==> config.mk <==
export PLATFORM = sky130hd
export DESIGN_NAME = vt52_input_arbiter
export DESIGN_NICKNAME = d
export VERILOG_FILES = /design/src/rtl/vt52_input_arbiter.sv
export SDC_FILE = /design/constraint.sdc
export NUM_CORES = 1
export LEC_CHECK = 0
export ABC_AREA = 1
export BUFFER_PORTS_ARGS = -buffer_cell sky130_fd_sc_hd__buf_2
export CAP_MARGIN = 0
export CELL_PAD_IN_SITES_DETAIL_PLACEMENT = 0
export CELL_PAD_IN_SITES_GLOBAL_PLACEMENT = 1
export CORE_MARGIN = 2
export CORE_UTILIZATION = 33
export DETAILED_ROUTE_END_ITERATION = 12
export PLACE_DENSITY = 0.73
export SLEW_MARGIN = 20
export SYNTH_ARGS = -nofsm -noshare
export SYNTH_HDL_FRONTEND = slang
export SYNTH_SLANG_ARGS = --single-unit
==> constraint.sdc <==
create_clock -name clk -period 1.6 [get_ports clk]
set_input_delay 0.32 -clock clk [delete_from_list [all_inputs] [get_ports clk]]
set_output_delay 0.32 -clock clk [all_outputs]
set_load 0.02 [all_outputs]
==> src/rtl/vt52_input_arbiter.sv <==
// Two-source byte arbiter feeding the VT52 command handler: round-robin for plain
// characters, atomic ownership for ESC x / ESC Y row col, with a stall timeout.
module vt52_input_arbiter #(
  parameter int TIMEOUT_CYCLES = 4096,
  parameter int TO_BITS        = 13
) (
  input  logic       clk,
  input  logic       reset,
  input  logic [7:0] s0_data,
  input  logic       s0_valid,
  output logic       s0_ready,
  input  logic [7:0] s1_data,
  input  logic       s1_valid,
  output logic       s1_ready,
  output logic [7:0] m_data,
  output logic       m_valid,
  input  logic       m_ready,
  output logic       owner,
  output logic       locked,
  output logic       seq_abort
);

  typedef enum logic [1:0] {IDLE, ESC1, YROW, YCOL} state_t;

  localparam logic [7:0]         ESC_BYTE = 8'h1B;
  localparam logic [7:0]         Y_BYTE   = 8'h59;
  localparam logic [TO_BITS-1:0] TO_LAST  = TO_BITS'(TIMEOUT_CYCLES - 1);

  state_t             state, state_nxt;
  logic               pref, pref_nxt;
  logic               lock_src, lock_src_nxt;
  logic [TO_BITS-1:0] cnt, cnt_nxt;
  logic               sel, xfer, timeout;

  // Reset forces source 0 so the handler never sees a stale grant from source 1.
  always_comb begin
    sel = 1'b0;
    if (reset)                     sel = 1'b0;
    else if (state != IDLE)        sel = lock_src;
    else if (s0_valid != s1_valid) sel = s1_valid;
    else                           sel = pref;
  end

  assign m_valid  = sel ? s1_valid : s0_valid;
  assign m_data   = sel ? s1_data  : s0_data;
  assign s0_ready = m_ready & ~sel;
  assign s1_ready = m_ready &  sel;
  assign owner    = sel;
  assign locked   = (state != IDLE);
  assign xfer     = m_valid & m_ready;
  // A transfer on the last allowed cycle still completes, so it suppresses the abort.
  assign timeout  = (state != IDLE) && !xfer && (cnt == TO_LAST);

  // NOTE: every output of this block gets a default first, so no latch is inferred
  // for the paths that leave a value unchanged.
  always_comb begin
    state_nxt    = state;
    pref_nxt     = pref;
    lock_src_nxt = lock_src;
    case (state)
      IDLE: if (xfer) begin
        if (m_data == ESC_BYTE) begin
          state_nxt    = ESC1;
          lock_src_nxt = sel;
        end else begin
          pref_nxt = ~sel;
        end
      end
      ESC1: if (xfer) begin
        if (m_data == Y_BYTE) begin
          state_nxt = YROW;
        end else begin
          state_nxt = IDLE;
          pref_nxt  = ~lock_src;
        end
      end
      YROW: if (xfer) state_nxt = YCOL;
      YCOL: if (xfer) begin
        state_nxt = IDLE;
        pref_nxt  = ~lock_src;
      end
      default: state_nxt = IDLE;
    endcase
    if (timeout) begin
      state_nxt = IDLE;
      pref_nxt  = ~lock_src;
    end
    cnt_nxt = (state == IDLE || xfer || timeout) ? '0 : cnt + 1'b1;
  end

  // NOTE: state registers use non-blocking assignments so every flop samples the
  // pre-edge values computed above, independent of statement order.
  always_ff @(posedge clk or posedge reset) begin
    if (reset) begin
      state     <= IDLE;
      pref      <= 1'b0;
      lock_src  <= 1'b0;
      cnt       <= '0;
      seq_abort <= 1'b0;
    end else begin
      state     <= state_nxt;
      pref      <= pref_nxt;
      lock_src  <= lock_src_nxt;
      cnt       <= cnt_nxt;
      seq_abort <= timeout;
    end
  end

endmodule

==> results.sh, run 1 <==
export IMPL_status="finished, violations left"
export IMPL_violations="setup timing"
export IMPL_worst_clock_skew_ns=0.00402
export IMPL_placed_area_um2=1790
export IMPL_cts_max_path_buffers=2
export IMPL_grt_pass1_wl_um=6090
export IMPL_vias=1431
export IMPL_syn2layout_area_growth_pct=87.2
export IMPL_first_pass_iters=4
export IMPL_clock_latency_ns=0.25
export IMPL_final_area_um2=2410
export IMPL_dieArea_um2=4420
export IMPL_switching_share=0.448
export IMPL_routabilityCongestion=0.774
export IMPL_dp_hpwl_um=2490
export IMPL_mostFrequentLayoutCells="buf_4 (36), nand2_1 (29), inv_1 (21), buf_2 (21), dfrtp_1 (18)"
export IMPL_yosys_register_bits=18
export IMPL_wl_um=4070
export IMPL_p_leak_nw=1.16
export IMPL_final_common_cell="buf_4"
export IMPL_antennaDiodeCount=0
export IMPL_pwr_density_cell_nw_per_um2=1280
export IMPL_combPwrFrac=0.703
export IMPL_cts_tree="done"
export IMPL_port_buffers=34
export IMPL_yosysWarnings=0
export IMPL_worstPathCellList="inv_2 > nand2_8 > a21oi_4 > buf_12 > buf_4 > nand2_8 > nand2_4 > nand2_4 > buf_6"
export IMPL_period_minus_slack_ns=1.93
export IMPL_rsz0062_at_grt="yes"
export IMPL_antenna_found_initial=0
export IMPL_drive_above_1_share=0.630
export IMPL_grt_pass1_vias=1446
export IMPL_n_fill_cell=300
export IMPL_die_h_um=66.5
export IMPL_grt_total_usage=0.176
export IMPL_startpoint_type="register"
export IMPL_hold_class="input pin to async pin"
export IMPL_synth_avg_cell_area_um2=7.28
export IMPL_cap_violations=0
export IMPL_worstMarginPinSlew_ns=0.235
export IMPL_setup_viol=29
export IMPL_worstPathRequired_ns=1.28
export IMPL_clock_sinks=18
export IMPL_ant_nets=0
export IMPL_htree_levels=1
export IMPL_crit_path_max_incr_delay_ns=0.38
export IMPL_hold_viol_final=0
export IMPL_num_rows=22
export IMPL_crit_arrival_ns=1.61
export IMPL_p_clk_frac=0.121
export IMPL_synth_cell_type_count=30
export IMPL_cts_hold_buf=0
export IMPL_syn_inst=177
export IMPL_root_buffer="clkbuf_8"
export IMPL_seq_power_share=0.176
export IMPL_multi_input_area_um2=1080
export IMPL_syn_nets=199
export IMPL_critPathCaptureType="primary output"
export IMPL_yosysSeqAreaShare=0.350
export IMPL_drtIter0Drc=49
export IMPL_layout_nets=280
export IMPL_die_w_um=66.5
export IMPL_setup_ws_ns=-0.329
export IMPL_slowest_stage="dfrtp_1"
export IMPL_seqCellArea_um2=450
export IMPL_grt_start_max_net_pins=19
export IMPL_vdd_drop_max_v=0.000953
export IMPL_core_um2=3720
export IMPL_start_util=0.347
export IMPL_finalPower_mw=3.08
export IMPL_vias_per_cell=4.69
export IMPL_grt_ovfl_total=0
export IMPL_period_share=1.21
export IMPL_relSlewSlack=0.843
export IMPL_wl_per_cell_um=13.4
export IMPL_crit_type="register to primary output"
export IMPL_drc=0
export IMPL_path_max_fanout=6
export IMPL_synth_area_um2=1290
export IMPL_slew_viol_final=0
export IMPL_cts_buffers_inserted=3
export IMPL_clkTransAtPathRegs_ns=0.07
export IMPL_num_io_pins=35
export IMPL_power_internal_mw=1.70
export IMPL_p_sw_mw=1.38
export IMPL_fmax_mhz=518
-- critical path, delay by kind of cell, from the launching register on --
family / cells / cell delay (ns)
flops: 1 / 0.38
buf+inv: 4 / 0.52
simple gates: 4 / 0.28
compound gates: 1 / 0.16
-- power groups by stage --
stage	logic (mW)	clock network [mW]	registers, mW
2_1_floorplan	0.922	0	0.545
3_3_place_gp	1.36	0	0.545
3_5_place_dp	1.37	0	0.549
4_1_cts	1.86	0.383	0.538
5_1_grt	2.30	0.399	0.550
6_report	2.17	0.373	0.542
-- final timing paths --
path / from / end / slack, ns / depth (start not counted)
max reg2reg: state[1]$_DFFE_PP0P_ / pref$_DFFE_PP0P_ / -0.29 / 15
max in group asynchronous: reset / cnt[1]$_DFF_PP0_ / 1.30 / 3
min reg2reg: lock_src$_DFFE_PP0P_ / lock_src$_DFFE_PP0P_ / 0.55 / 2
min in group clk: lock_src$_DFFE_PP0P_ / lock_src$_DFFE_PP0P_ / 0.55 / 2
max: state[1]$_DFFE_PP0P_ / m_data[0] / -0.33 / 9
min: reset / cnt[11]$_DFF_PP0_ / 0.11 / 3
-- layer usage --
layer  track usage  share of wire  vias to the layer above
met5             0              0                        -
met4        0.0434          0.019                        0
met3        0.0220          0.022                        9
met2         0.323           0.53                       21
met1         0.217           0.43                      687
li1              -              -                      714
-- state kept, by name, summed over array words and instances (netlist names) --
name and cells:
seq_abort 1, lock_src 1, cnt 13, state 2, pref 1
-- cells in the mapped netlist (all sizes together) --
library cell | n | area, um^2
nand2 | 55 | 236
inv | 29 | 114
nand3 | 20 | 130
nor2 | 19 | 83.8
dfrtp | 18 | 450
nor3 | 7 | 45.0
a21oi | 4 | 31.3
buf | 4 | 41.3
nand3b | 4 | 30.0
nor3b | 3 | 22.5
o21ai | 3 | 15.0
xor2 | 3 | 26.3
xnor2 | 2 | 17.5
and2 | 1 | 6.26
and3 | 1 | 6.26
ha | 1 | 12.5
nand4 | 1 | 6.26
o21bai | 1 | 7.51
o22ai | 1 | 6.26
-- stage by stage --
step	hold WS, ns	std cells	util	setup TNS [ns]	setup slack, ns
3_5_place_dp	0.386	282	0.481	-4.29	-0.270
2_1_floorplan	0.259	177	-	-1.33	-0.142
6_report	0.108	305	0.649	-6.42	-0.329
4_1_cts	0.117	297	0.581	-5.72	-0.288
3_3_place_gp	0.379	282	0.481	-3.54	-0.219
5_1_grt	0.132	305	0.649	-9.49	-0.438
-- what timing repair did --
item,4_1_cts,5_1_grt
cloned,2,1
buffers inserted,9,10
hold endpoints to repair,0,0
pin swaps,24,26
gates resized for setup,53,50
setup endpoints to repair,30,31
-- area by class of cell --
| class | count | area share |
|---|---|---|
| inverters | 29 | 0.0482 |
| multi-input cells | 128 | 0.449 |
| clock buffers | 4 | 0.0228 |
| flip-flops and latches | 18 | 0.187 |
| well taps | 48 | 0.0249 |
| repair buffers | 78 | 0.268 |
-- kinds of logic (layout without fill, tap and decap cells) --
family	count (synthesis)	after routing	share of synthesized area
fa+ha+maj	1	1	0.00971
compound gates	9	9	0.0466
xor+xnor	5	5	0.0340
flops	18	18	0.350
buf+inv	33	111	0.120
simple gates	111	113	0.440
Power figures use the tool's default switching activity.
==> run 2: changes to the inputs <==
--- a/config.mk
+++ b/config.mk
@@ -7,13 +7,14 @@
 export LEC_CHECK = 0
 export ABC_AREA = 1
 export BUFFER_PORTS_ARGS = -buffer_cell sky130_fd_sc_hd__buf_2
-export CAP_MARGIN = 0
+export CAP_MARGIN = 20
 export CELL_PAD_IN_SITES_DETAIL_PLACEMENT = 0
 export CELL_PAD_IN_SITES_GLOBAL_PLACEMENT = 1
 export CORE_MARGIN = 2
 export CORE_UTILIZATION = 33
 export DETAILED_ROUTE_END_ITERATION = 12
 export PLACE_DENSITY = 0.73
+export SETUP_SLACK_MARGIN = 0.05
 export SLEW_MARGIN = 20
 export SYNTH_ARGS = -nofsm -noshare
 export SYNTH_HDL_FRONTEND = slang
==> results.sh, run 2 (same netlist as run 1, synthesis figures left out) <==
export IMPL_status="finished, violations left"
export IMPL_violations="setup timing"
export IMPL_multi_input_area_um2=976
export IMPL_cts_max_path_buffers=2
export IMPL_die_h_um=66.5
export IMPL_ant_nets=0
export IMPL_final_common_cell="buf_4"
export IMPL_largestRegisters="cnt x13, state x2"
export IMPL_crit_type="register to primary output"
export IMPL_first_pass_iters=4
export IMPL_r2r_end="pref$_DFFE_PP0P_"
export IMPL_dieArea_um2=4420
export IMPL_dp_cells=288
export IMPL_seqCellArea_um2=450
export IMPL_wl_per_cell_um=12.8
export IMPL_port_buffers=34
export IMPL_routabilityCongestion=0.776
export IMPL_relSlewSlack=0.819
export IMPL_drtIter0Drc=56
export IMPL_hold_class="input pin to async pin"
export IMPL_rsz0062_at_grt="yes"
export IMPL_path_max_fanout=12
export IMPL_finalPower_mw=2.91
export IMPL_htree_levels=1
export IMPL_placed_area_um2=1830
export IMPL_grt_start_max_net_pins=19
export IMPL_antennaDiodeCount=0
export IMPL_antenna_found_initial=0
export IMPL_worstMarginPinSlew_ns=0.272
export IMPL_period_minus_slack_ns=1.98
export IMPL_slew_viol_final=0
export IMPL_top_register="cnt"
export IMPL_fmax_mhz=506
export IMPL_final_cells=310
export IMPL_cts_tree="done"
export IMPL_timing_rr_start="state[1]$_DFFE_PP0P_"
export IMPL_die_w_um=66.5
export IMPL_pwr_density_cell_nw_per_um2=1240
export IMPL_clock_sinks=18
export IMPL_worst_clock_skew_ns=0.00210
export IMPL_fin_util=0.633
export IMPL_hold_viol_final=0
export IMPL_cts_buffers_inserted=3
export IMPL_syn2layout_area_growth_pct=82.5
export IMPL_vdd_drop_max_v=0.00113
export IMPL_startpoint_type="register"
export IMPL_worstPathRequired_ns=1.28
export IMPL_p_leak_nw=1.17
export IMPL_tns_ns=-8.16
export IMPL_largest_reg_flops=13
export IMPL_num_rows=22
export IMPL_grt_ovfl_total=0
export IMPL_grt_pass1_vias=1495
export IMPL_grt_pass1_wl_um=6550
export IMPL_cap_violations=0
export IMPL_dp_hpwl_um=2550
export IMPL_setup_viol=30
export IMPL_setup_ws_ns=-0.378
export IMPL_mostFrequentLayoutCells="buf_4 (41), nand2_1 (34), inv_1 (22), buf_2 (22), dfrtp_1 (18)"
export IMPL_drc=0
export IMPL_wl_um=3960
export IMPL_core_um2=3720
export IMPL_drive_above_1_share=0.565
export IMPL_reg2regPathDepth=15
export IMPL_clkTransAtPathRegs_ns=0.07
export IMPL_period_share=1.24
export IMPL_vias_per_cell=4.68
export IMPL_clock_latency_ns=0.25
export IMPL_num_io_pins=35
export IMPL_root_buffer="clkbuf_8"
export IMPL_vias=1452
export IMPL_cts_hold_buf=0
export IMPL_reg2reg_slack_ns=-0.34
export IMPL_start_util=0.347
export IMPL_final_area_um2=2350
export IMPL_critPathCaptureType="primary output"
export IMPL_n_fill_cell=305
export IMPL_layout_nets=285
export IMPL_grt_total_usage=0.189
export IMPL_crit_arrival_ns=1.66
==> run 2: changes by cell type in the layout (fill, tap and decap cells not counted), sizes merged <==
| cell | change |
|---|---|
| buf | +6 |
| nand2 | -1 |
==> run 2: critical path: stages (launching register included) <==
cell     delay, ns
dfrtp_1       0.39
inv_2         0.11
nand2_8       0.07
a21oi_4       0.15
buf_12        0.15
nand2_8       0.09
buf_4         0.17
inv_2         0.07
nor2_1        0.05
buf_4         0.15
==> run 2: timing repair <==
action,in CTS,in global routing
resized for setup,52,20
pin swaps,15,9
setup endpoints to repair,30,30
setup buffers,14,5
cloned,2,0
==> run 2: report_power, final <==
group / leakage [nW] / total, mW / switching [mW] / internal [mW]
sequential: 0.246 / 0.539 / 0.0314 / 0.507
clock: 0.0288 / 0.362 / 0.143 / 0.218
combinational: 0.894 / 2.01 / 1.07 / 0.939
==> run 2: layout make-up <==
cell class,instances,area share
multi-input combinational,127,0.415
inverter,29,0.0484
timing repair buffer,84,0.296
clock buffer,4,0.0234
tap,48,0.0255
sequential,18,0.191
==> run 2: routing by layer <==
layer / vias up / track usage / routed length (um)
li1: 727 / - / -
met1: 701 / 0.233 / 1660
met2: 22 / 0.363 / 2210
met3: 2 / 0.0220 / 79
met4: 0 / 0.0179 / 14
met5: - / 0 / 0
==> run 2: through the flow <==
stage / hold WS, ns / worst slack (ns)
final: 0.110 / -0.378
after global routing: 0.143 / -0.487
after CTS: 0.114 / -0.346
after detailed placement: 0.385 / -0.285
after global placement: 0.380 / -0.247
after floorplan: 0.259 / -0.142
==> run 2: worst max path at each step <==
stage / start / end / cells past startpoint
6_report: state[1]$_DFFE_PP0P_ / s0_ready / 9
5_1_grt: cnt[0]$_DFF_PP0_ / pref$_DFFE_PP0P_ / 12
4_1_cts: state[1]$_DFFE_PP0P_ / m_data[5] / 10
3_5_place_dp: state[1]$_DFFE_PP0P_ / pref$_DFFE_PP0P_ / 12
3_3_place_gp: cnt[0]$_DFF_PP0_ / cnt[3]$_DFF_PP0_ / 10
2_1_floorplan: state[1]$_DFFE_PP0P_ / pref$_DFFE_PP0P_ / 15
==> run 3: changes to the inputs <==
--- a/config.mk
+++ b/config.mk
@@ -13,7 +13,7 @@
 export CORE_MARGIN = 2
 export CORE_UTILIZATION = 33
 export DETAILED_ROUTE_END_ITERATION = 12
-export PLACE_DENSITY = 0.73
+export PLACE_DENSITY_LB_ADDON = 0.1
 export SETUP_SLACK_MARGIN = 0.05
 export SLEW_MARGIN = 20
 export SYNTH_ARGS = -nofsm -noshare
==> results.sh, run 3 (same netlist as run 1, synthesis figures left out) <==
export IMPL_status="finished, violations left"
export IMPL_violations="setup timing"
export IMPL_cp_common_cell="buf_6"
export IMPL_core_um2=3720
export IMPL_num_rows=22
export IMPL_grt_total_usage=0.174
export IMPL_cts_tree="done"
export IMPL_slowest_stage="dfrtp_1"
export IMPL_switching_share=0.435
export IMPL_worst_clock_skew_ns=0.00392
export IMPL_first_pass_iters=4
export IMPL_n_fill_cell=323
export IMPL_htree_levels=1
export IMPL_p_clk_frac=0.131
export IMPL_finalPower_mw=2.82
export IMPL_combPwrFrac=0.677
export IMPL_tns_ns=-6.47
export IMPL_final_common_cell="buf_4"
export IMPL_ant_nets=0
export IMPL_largestRegisters="cnt x13, state x2"
export IMPL_crit_path_max_incr_delay_ns=0.39
export IMPL_cts_hold_buf=0
export IMPL_setup_ws_ns=-0.368
export IMPL_p_leak_nw=1.14
export IMPL_wl_um=3770
export IMPL_crit_arrival_ns=1.65
export IMPL_antenna_found_initial=0
export IMPL_vdd_drop_max_v=0.000830
export IMPL_cts_max_path_buffers=2
export IMPL_grt_ovfl_total=0
export IMPL_dp_cells=283
export IMPL_dp_hpwl_um=2440
export IMPL_dieArea_um2=4420
export IMPL_critPathCaptureType="primary output"
export IMPL_startpoint_type="register"
export IMPL_critPathBufInv=5
export IMPL_crit_type="register to primary output"
export IMPL_drive_above_1_share=0.596
export IMPL_root_buffer="clkbuf_8"
export IMPL_pwr_density_cell_nw_per_um2=1220
export IMPL_port_buffers=34
export IMPL_relSlewSlack=0.836
export IMPL_p_sw_mw=1.23
export IMPL_worstMarginPinSlew_ns=0.246
export IMPL_antennaDiodeCount=0
export IMPL_grt_start_max_net_pins=19
export IMPL_grt_pass1_wl_um=6080
export IMPL_clock_sinks=18
export IMPL_cap_violations=0
export IMPL_routabilityCongestion=0.735
export IMPL_worstPathCellList="inv_2 > nand2_8 > a21oi_4 > buf_6 > nand3b_1 > nand2_2 > buf_6 > inv_2 > buf_6"
export IMPL_slew_viol_final=0
export IMPL_vias_per_cell=4.58
export IMPL_clkTransAtPathRegs_ns=0.07
export IMPL_cts_buffers_inserted=3
export IMPL_num_io_pins=35
export IMPL_seq_power_share=0.191
export IMPL_timing_hold_ws_ns=0.123
export IMPL_path_max_fanout=7
export IMPL_setup_viol=30
export IMPL_fmax_mhz=508
export IMPL_top_register="cnt"
export IMPL_layout_nets=283
export IMPL_drc=0
export IMPL_worstPathRequired_ns=1.28
export IMPL_grt_pass1_vias=1468
export IMPL_rsz0062_at_grt="yes"
export IMPL_period_minus_slack_ns=1.97
export IMPL_final_cells=308
export IMPL_mostFrequentLayoutCells="buf_4 (41), nand2_1 (30), inv_1 (22)"
export IMPL_hold_class="input pin to async pin"
export IMPL_path_delay_family="buffers and inverters"
export IMPL_hold_viol_final=0
export IMPL_wl_per_cell_um=12.2
export IMPL_vias=1410
export IMPL_die_h_um=66.5
export IMPL_clock_latency_ns=0.25
export IMPL_die_w_um=66.5
export IMPL_start_util=0.347
export IMPL_drtIter0Drc=34
export IMPL_power_internal_mw=1.60
export IMPL_period_share=1.23
export IMPL_largest_reg_flops=13
export IMPL_syn2layout_area_growth_pct=78.8
## run 3: cell types whose count changed in the layout (fill, tap and decap cells not counted), moves of 2 or more
cell     previous run  this run
buf_12              3         1
nand2_1            34        30
nand2_2             9        17
nand2_8             3         1
nand3_4             9         7
nor2_1              9         5
nor2_4              6         9
## run 3: final cells by class
| type | count | area, um^2 | share of cell area |
|---|---|---|---|
| multi-input cells | 128 | 985 | 0.427 |
| repair buffers | 81 | 636 | 0.276 |
| flip-flops and latches | 18 | 450 | 0.195 |
| inverters | 29 | 119 | 0.0516 |
| well taps | 48 | 60.1 | 0.0261 |
| clock buffers | 4 | 55.1 | 0.0239 |
## run 3: final timing paths
kind,from,end,slack [ns],depth (start not counted)
worst min register to register,lock_src$_DFFE_PP0P_,lock_src$_DFFE_PP0P_,0.56,2
worst min-delay path,reset,lock_src$_DFFE_PP0P_,0.12,3
min in group clk,lock_src$_DFFE_PP0P_,lock_src$_DFFE_PP0P_,0.56,2
max in group asynchronous,reset,cnt[2]$_DFF_PP0_,1.27,3
worst max register to register,state[1]$_DFFE_PP0P_,state[0]$_DFFE_PP0P_,-0.34,14
worst max-delay path,state[1]$_DFFE_PP0P_,m_data[5],-0.37,9
## run 3: metal layers
layer	wire, um	GRT usage	vias up
met5	0	0	-
met4	36	0.0485	0
met3	114	0.0270	4
met2	1930	0.298	26
met1	1690	0.228	658
li1	-	-	722
## run 3: repair_timing
item	CTS	global route
gates cloned	2	0
endpoints found under the hold margin	0	0
buffers inserted	18	3
pin swaps	14	7
gates resized for setup	44	37
endpoints found under the setup margin	30	31
## run 3: metrics by stage
stage                     utilization  instance area (um^2)  worst slack [ns]
after floorplan                     -                  1380            -0.142
after global placement          0.480                  1780            -0.254
after detailed placement        0.480                  1780            -0.294
after CTS                       0.575                  2140            -0.311
after global routing            0.620                  2300            -0.487
final                           0.620                  2300            -0.368
## run 3: power by group through the flow
stage / registers, mW / logic [mW] / clock network (mW)
final: 0.540 / 1.91 / 0.371
after global routing: 0.544 / 2.07 / 0.411
after CTS: 0.539 / 1.78 / 0.383
after detailed placement: 0.548 / 1.36 / 0
after global placement: 0.545 / 1.34 / 0
after floorplan: 0.545 / 0.928 / 0
## run 3: worst min-delay path, cell delays in order
cell and delay [ns]:
buf_2 0.12, inv_1 0.05, buf_4 0.25
